<file path="src/rtl/lc3_seq_controller_v3.sv">
// Multi-cycle LC-3 sequencer: one-hot stage enables plus a registered memory sub-FSM; 5 cycles per ALU op, +1 per memory access.
// Backpressure: holds FETCH/MEM while complete_instr/complete_data are low, with per-phase timeout abort to UPDPC.
module lc3_seq_controller_v3 #(
    parameter int TIMEOUT_W     = 8,
    parameter int FETCH_TIMEOUT = 200,
    parameter int MEM_TIMEOUT   = 200
) (
    input  logic        clock,
    input  logic        reset,
    input  logic [15:0] IR,
    input  logic        complete_instr,
    input  logic        complete_data,
    input  logic [2:0]  psr,
    input  logic [2:0]  NZP,
    output logic        enable_fetch,
    output logic        enable_decode,
    output logic        enable_execute,
    output logic        enable_writeback,
    output logic        enable_updatePC,
    output logic [1:0]  mem_state,
    output logic        br_taken,
    output logic        stall,
    output logic        timeout_pulse,
    output logic        timeout_err
);

    typedef enum logic [2:0] {
        S_INIT, S_FETCH, S_DECODE, S_EXEC, S_MEM, S_WB, S_UPDPC
    } state_t;

    typedef enum logic [1:0] {
        M_READ  = 2'd0,
        M_IND   = 2'd1,
        M_WRITE = 2'd2,
        M_IDLE  = 2'd3
    } mem_t;

    localparam bit                   FETCH_TO_EN = (FETCH_TIMEOUT != 0);
    localparam bit                   MEM_TO_EN   = (MEM_TIMEOUT != 0);
    localparam logic [TIMEOUT_W-1:0] FETCH_LAST  = TIMEOUT_W'(FETCH_TIMEOUT - 1);
    localparam logic [TIMEOUT_W-1:0] MEM_LAST    = TIMEOUT_W'(MEM_TIMEOUT - 1);
    localparam logic [TIMEOUT_W-1:0] CNT_ONE     = TIMEOUT_W'(1);

    state_t               r_state;
    state_t               w_state_nxt;
    mem_t                 r_mem;
    mem_t                 w_mem_nxt;
    logic [TIMEOUT_W-1:0] r_cnt;
    logic                 r_err;
    logic                 r_abort;

    logic w_mem_op;
    logic w_indirect;
    logic w_store;
    logic w_br;
    logic w_jmp;
    logic w_fetch_wait;
    logic w_mem_wait;
    logic w_fetch_to;
    logic w_mem_to;
    logic w_timeout;
    logic w_cnt_clr;
    logic w_unused;

    // Instruction classes; only the opcode field matters here.
    assign w_mem_op   = (IR[13:12] == 2'b10 || IR[13:12] == 2'b11) && (IR[15:14] != 2'b11);
    assign w_indirect = w_mem_op && (IR[15:14] == 2'b10);
    assign w_store    = w_mem_op && (IR[13:12] == 2'b11);
    assign w_br       = (IR[15:12] == 4'b0000);
    assign w_jmp      = (IR[15:12] == 4'b1100);
    assign w_unused   = ^IR[11:0];

    assign w_fetch_wait = (r_state == S_FETCH) && !complete_instr;
    assign w_mem_wait   = (r_state == S_MEM) && (r_mem != M_IDLE) && !complete_data;
    // The wait-cycle terms already exclude a same-cycle handshake, so complete wins.
    assign w_fetch_to   = FETCH_TO_EN && w_fetch_wait && (r_cnt == FETCH_LAST);
    assign w_mem_to     = MEM_TO_EN && w_mem_wait && (r_cnt == MEM_LAST);
    assign w_timeout    = w_fetch_to || w_mem_to;

    always_ff @(posedge clock) begin
        if (reset) begin
            r_state <= S_INIT;
        end else begin
            r_state <= w_state_nxt;
        end
    end

    always_comb begin
        w_state_nxt = r_state;
        case (r_state)
            S_INIT:   w_state_nxt = S_FETCH;
            S_FETCH: begin
                if (complete_instr) begin
                    w_state_nxt = S_DECODE;
                end else if (w_fetch_to) begin
                    w_state_nxt = S_UPDPC;
                end
            end
            S_DECODE: w_state_nxt = S_EXEC;
            S_EXEC:   w_state_nxt = w_mem_op ? S_MEM : S_WB;
            S_MEM: begin
                if (w_mem_to) begin
                    w_state_nxt = S_UPDPC;
                end else if (r_mem == M_IDLE) begin
                    w_state_nxt = S_WB;
                end else if ((r_mem == M_READ || r_mem == M_WRITE) && complete_data) begin
                    w_state_nxt = S_WB;
                end
            end
            S_WB:     w_state_nxt = S_UPDPC;
            S_UPDPC:  w_state_nxt = S_FETCH;
            default:  w_state_nxt = S_INIT;
        endcase
    end

    always_ff @(posedge clock) begin
        if (reset) begin
            r_mem <= M_IDLE;
        end else begin
            r_mem <= w_mem_nxt;
        end
    end

    // The first access is chosen on the EXEC->MEM edge so the MEM phase starts busy.
    always_comb begin
        w_mem_nxt = M_IDLE;
        if (r_state == S_EXEC && w_mem_op) begin
            if (w_indirect) begin
                w_mem_nxt = M_IND;
            end else if (w_store) begin
                w_mem_nxt = M_WRITE;
            end else begin
                w_mem_nxt = M_READ;
            end
        end else if (r_state == S_MEM && !w_mem_to) begin
            w_mem_nxt = r_mem;
            if (complete_data) begin
                case (r_mem)
                    M_IND:   w_mem_nxt = w_store ? M_WRITE : M_READ;
                    M_READ:  w_mem_nxt = M_IDLE;
                    M_WRITE: w_mem_nxt = M_IDLE;
                    default: w_mem_nxt = M_IDLE;
                endcase
            end
        end
    end

    assign w_cnt_clr = ((w_state_nxt == S_FETCH) && (r_state != S_FETCH)) || (w_mem_nxt != r_mem);

    always_ff @(posedge clock) begin
        if (reset) begin
            r_cnt <= '0;
        end else if (w_cnt_clr) begin
            r_cnt <= '0;
        end else if (stall && (r_cnt != '1)) begin
            r_cnt <= r_cnt + CNT_ONE;
        end
    end

    // r_abort marks the UPDPC reached through a timeout so the PC is not redirected.
    always_ff @(posedge clock) begin
        if (reset) begin
            r_err   <= 1'b0;
            r_abort <= 1'b0;
        end else begin
            if (w_timeout) begin
                r_err <= 1'b1;
            end
            if (w_timeout) begin
                r_abort <= 1'b1;
            end else if (r_state == S_UPDPC) begin
                r_abort <= 1'b0;
            end
        end
    end

    assign enable_fetch     = (r_state == S_FETCH);
    assign enable_decode    = (r_state == S_DECODE);
    assign enable_execute   = (r_state == S_EXEC);
    assign enable_writeback = (r_state == S_WB) && !(w_store || w_br || w_jmp);
    assign enable_updatePC  = (r_state == S_UPDPC);
    assign mem_state        = r_mem;
    assign br_taken         = enable_updatePC && !r_abort && (w_jmp || (w_br && |(psr & NZP)));
    assign stall            = w_fetch_wait || w_mem_wait;
    assign timeout_pulse    = w_timeout;
    assign timeout_err      = r_err;

endmodule

</file>
<file path="config.mk">
export PLATFORM = sky130hd
export DESIGN_NAME = lc3_seq_controller_v3
export DESIGN_NICKNAME = d
export VERILOG_FILES = /design/src/rtl/lc3_seq_controller_v3.sv
export SDC_FILE = /design/constraint.sdc
export NUM_CORES = 1
export LEC_CHECK = 0
export CORE_ASPECT_RATIO = 1.5
export CORE_MARGIN = 8
export CORE_UTILIZATION = 40
export DETAILED_ROUTE_END_ITERATION = 10
export PLACE_DENSITY_LB_ADDON = 0.2
export RECOVER_POWER = 25
export SYNTH_ARGS = -nofsm -noshare
export SYNTH_HDL_FRONTEND = slang
export SYNTH_SLANG_ARGS = --single-unit
export TNS_END_PERCENT = 10
</file>
<file path="constraint.sdc">
create_clock -name clock -period 1.5 [get_ports clock]
set_input_delay 0.3 -clock clock [delete_from_list [all_inputs] [get_ports clock]]
set_output_delay 0.3 -clock clock [all_outputs]
set_load 0.02 [all_outputs]
</file>
==> impl_metrics.csv <==
group,metric,value,unit
drt,drc_errors,0,
finish,drive_above_1_share,49.0,%
timing,period_minus_slack,1790,ps
finish,area_delta_synth_final,74.3,%
cts,cts.htree.levels,1,
die,die_h,78.2,um
grt,grt_pass1_vias,1312,
grt,grt_busiest_layer,"met2",
grt,grtUsageMet2,30.5,%
place,place_congestion,0.815,
finish,multi_input_area,822,um2
grt,grt_usage,15.4,%
drt,firstDrtPassIters,4,
place,dpl_worst_slack,-843,ps
place,io_buffers,24,
power_and_ir_drop,fin_total_pwr,968,uW
grt,use_met1,13.2,%
logic_synthesis,async_reset_ff_share,0,%
timing,period_share,119,%
worst_setup_path,cp_max_fo,4,
cts,clk_pin_slew,90,ps
logic_synthesis,yosysWarnings,0,
cts,cts_tree,"done",
grt,grt_max_degree,9,
worst_setup_path,end_kind,"output port",
drt,routed_via_density,5.44,
worst_setup_path,cp_cell_sequence,"nand2b_1 > a2bb2oi_2 > or2_4 > inv_4 > and2_4 > buf_6",
drt,postRouteAntennaNets,0,
cts,worstSkewPairLatency,290,ps
timing,hold_slack,469,ps
place,dp.cells,214,
grt,grt_pass1_wl,5620,um
timing,fmax,558,MHz
logic_synthesis,synthesis.area,0.00103,mm2
logic_synthesis,synthCells,127,
logic_synthesis,ys_seq_area_share,29.1,%
die,start_util,42.1,%
grt,antenna_found_initial,0,
finish,register_area,309,um2
timing,rsz0062_at_grt,"true",
worst_setup_path,startpoint_type,"flop",
finish,stdcell_count,224,
finish,fill_cells,184,
timing,drv_slew,0,
worst_setup_path,worstSetupPathType,"reg -> out",
run_status,violations,"setup timing",
run_status,outcome,"complete, but fails checks",
die,coreArea,0.00245,mm2
logic_synthesis,ys_types,48,
logic_synthesis,synth_ff_type,"dfxtp_1",
die,core.rowCount,22,
power_and_ir_drop,power_density,539,mW/mm2
timing,clock_skew,1.73,ps
drt,avgRoutedWirePerCell,14.9,um
timing,setup_ws,-291,ps
finish,diodes,0,
worst_setup_path,cp.arrival,1490,ps
logic_synthesis,postSynthNetCount,154,
grt,met3_usage,3.43,%
drt,drt_iter0_drc,28,
grt,gr-total-overflow,0,
worst_hold_path,hp-class,"reg -> reg",
cts,cts_sinks,15,
timing,setup_violations,16,
run,maxCapViolCount,0,
timing,hold_violations,0,
power_and_ir_drop,vdd_drop_max,0.000514,V
logic_synthesis,synth-seq-cells,15,
worst_setup_path,slowest_delay,350,ps
cts,clockBufferDepth,2,
cts,root_buffer,"clkbuf_4",
drt,wirelength,3330,um
finish,layout.nets,228,
timing,slew-limit-headroom,75.6,%
cts,ctsHoldBuffers,0,
finish,final_common_cell,"buf_4",
die,die_w,57.5,um
logic_synthesis,avgSynthCellArea,8.12,um2
die,dieArea,0.00449,mm2
drt,routed-via-count,1218,
worst_setup_path,cpMaxStageDelayCell,"dfxtp_2",
cts,numCtsBuffers,3,
finish,layout_common_cells,"buf_4, nor2_1, dlygate4sd2_1, clkdlybuf4s50_1, dfxtp_1",
logic_synthesis,synth_edf_count,0,
worst_setup_path,worstPathRequired,1200,ps
power_and_ir_drop,power.leakage,0.000748,uW
timing,tightestPinTransition,366,ps
place,place.detailed.hpwl,2530,um
die,ios,37,
finish,utilization,73.3,%
-- cells in the mapped netlist (2+ instances only) --
master	n	area share, %
nor2_1	14	5.1
nand3_1	5	2.4
xnor2_1	3	2.5
a22oi_1	2	1.5
nor3_2	2	1.9
nand4_1	2	1.2
o21a_1	3	2.2
nor2b_1	5	3.0
inv_1	7	2.5
dfxtp_1	15	29
nor3_1	8	3.9
or2_2	2	1.2
a211oi_2	2	2.4
and2_1	3	1.8
nand2b_1	6	3.6
a21oi_1	7	3.4
nor4_1	2	1.2
a31oi_1	3	1.8
nand2_1	7	2.5
-- routing by layer --
metal / part of all wire (%) / wire length (um)
met1: 36 / 1210
met5: 0 / 0
met3: 4.8 / 160
met4: 4.3 / 142
met2: 55 / 1820
-- what timing repair did --
item / in CTS / in global routing
pin swaps: 11 / 4
endpoints found under the setup margin: 24 / 21
setup buffers: 4 / 2
gates resized for setup: 67 / 11
-- cell type report --
cell class	instances	share of cell area, %
multi-input cells	103	45.8
repair buffers	71	32.3
inverters	7	1.60
clock buffers	4	1.46
well taps	24	1.67
flip-flops and latches	15	17.2
-- sequential cells by signal, summed over array words and instances, names as in the netlist --
signal,cells
r_cnt,8
r_abort,1
mem_state,2
r_state,3
timeout_err,1
-- final timing paths --
check        cells after the start  slack (ps)                       end                     start
max                              6        -290             timeout_pulse     r_state[2]$_SDFF_PP0_
max reg2reg                      6        -270     r_cnt[7]$_SDFFE_PP0P_     r_state[0]$_SDFF_PP0_
min reg2reg                      2         470  timeout_err$_SDFFE_PP0P_  timeout_err$_SDFFE_PP0P_
min                              2         470  timeout_err$_SDFFE_PP0P_  timeout_err$_SDFFE_PP0P_
-- where the power goes --
group	switching (uW)	internal, uW
clock	134	103
sequential	8.64	408
combinational	148	166
total	291	678
-- worst max-delay path: cells and delay by family, from the launching register on --
kind	cells	cell delay, ps
buffers and inverters	2	170
AOI/OAI and AO/OA	1	150
DFF	1	350
and+or+nand+nor	3	540
-- kinds of logic after synthesis --
family	count (synthesis)	synth area share (%)
xor gates and xnor gates	3	2.55
buffers and inverters	9	3.64
muxes	2	2.06
AOI/OAI and AO/OA	31	25.2
DFF	15	29.1
and+or+nand+nor	66	36.2
adders and majority gates	1	1.21
-- metrics by stage --
stage	area [um2]	TNS, ps
floorplan	1070	-535
global placement	1630	-9690
detailed placement	1630	-10050
CTS	1730	-3000
global route	1800	-4240
finish	1800	-2920
Power figures use the tool's default switching activity.
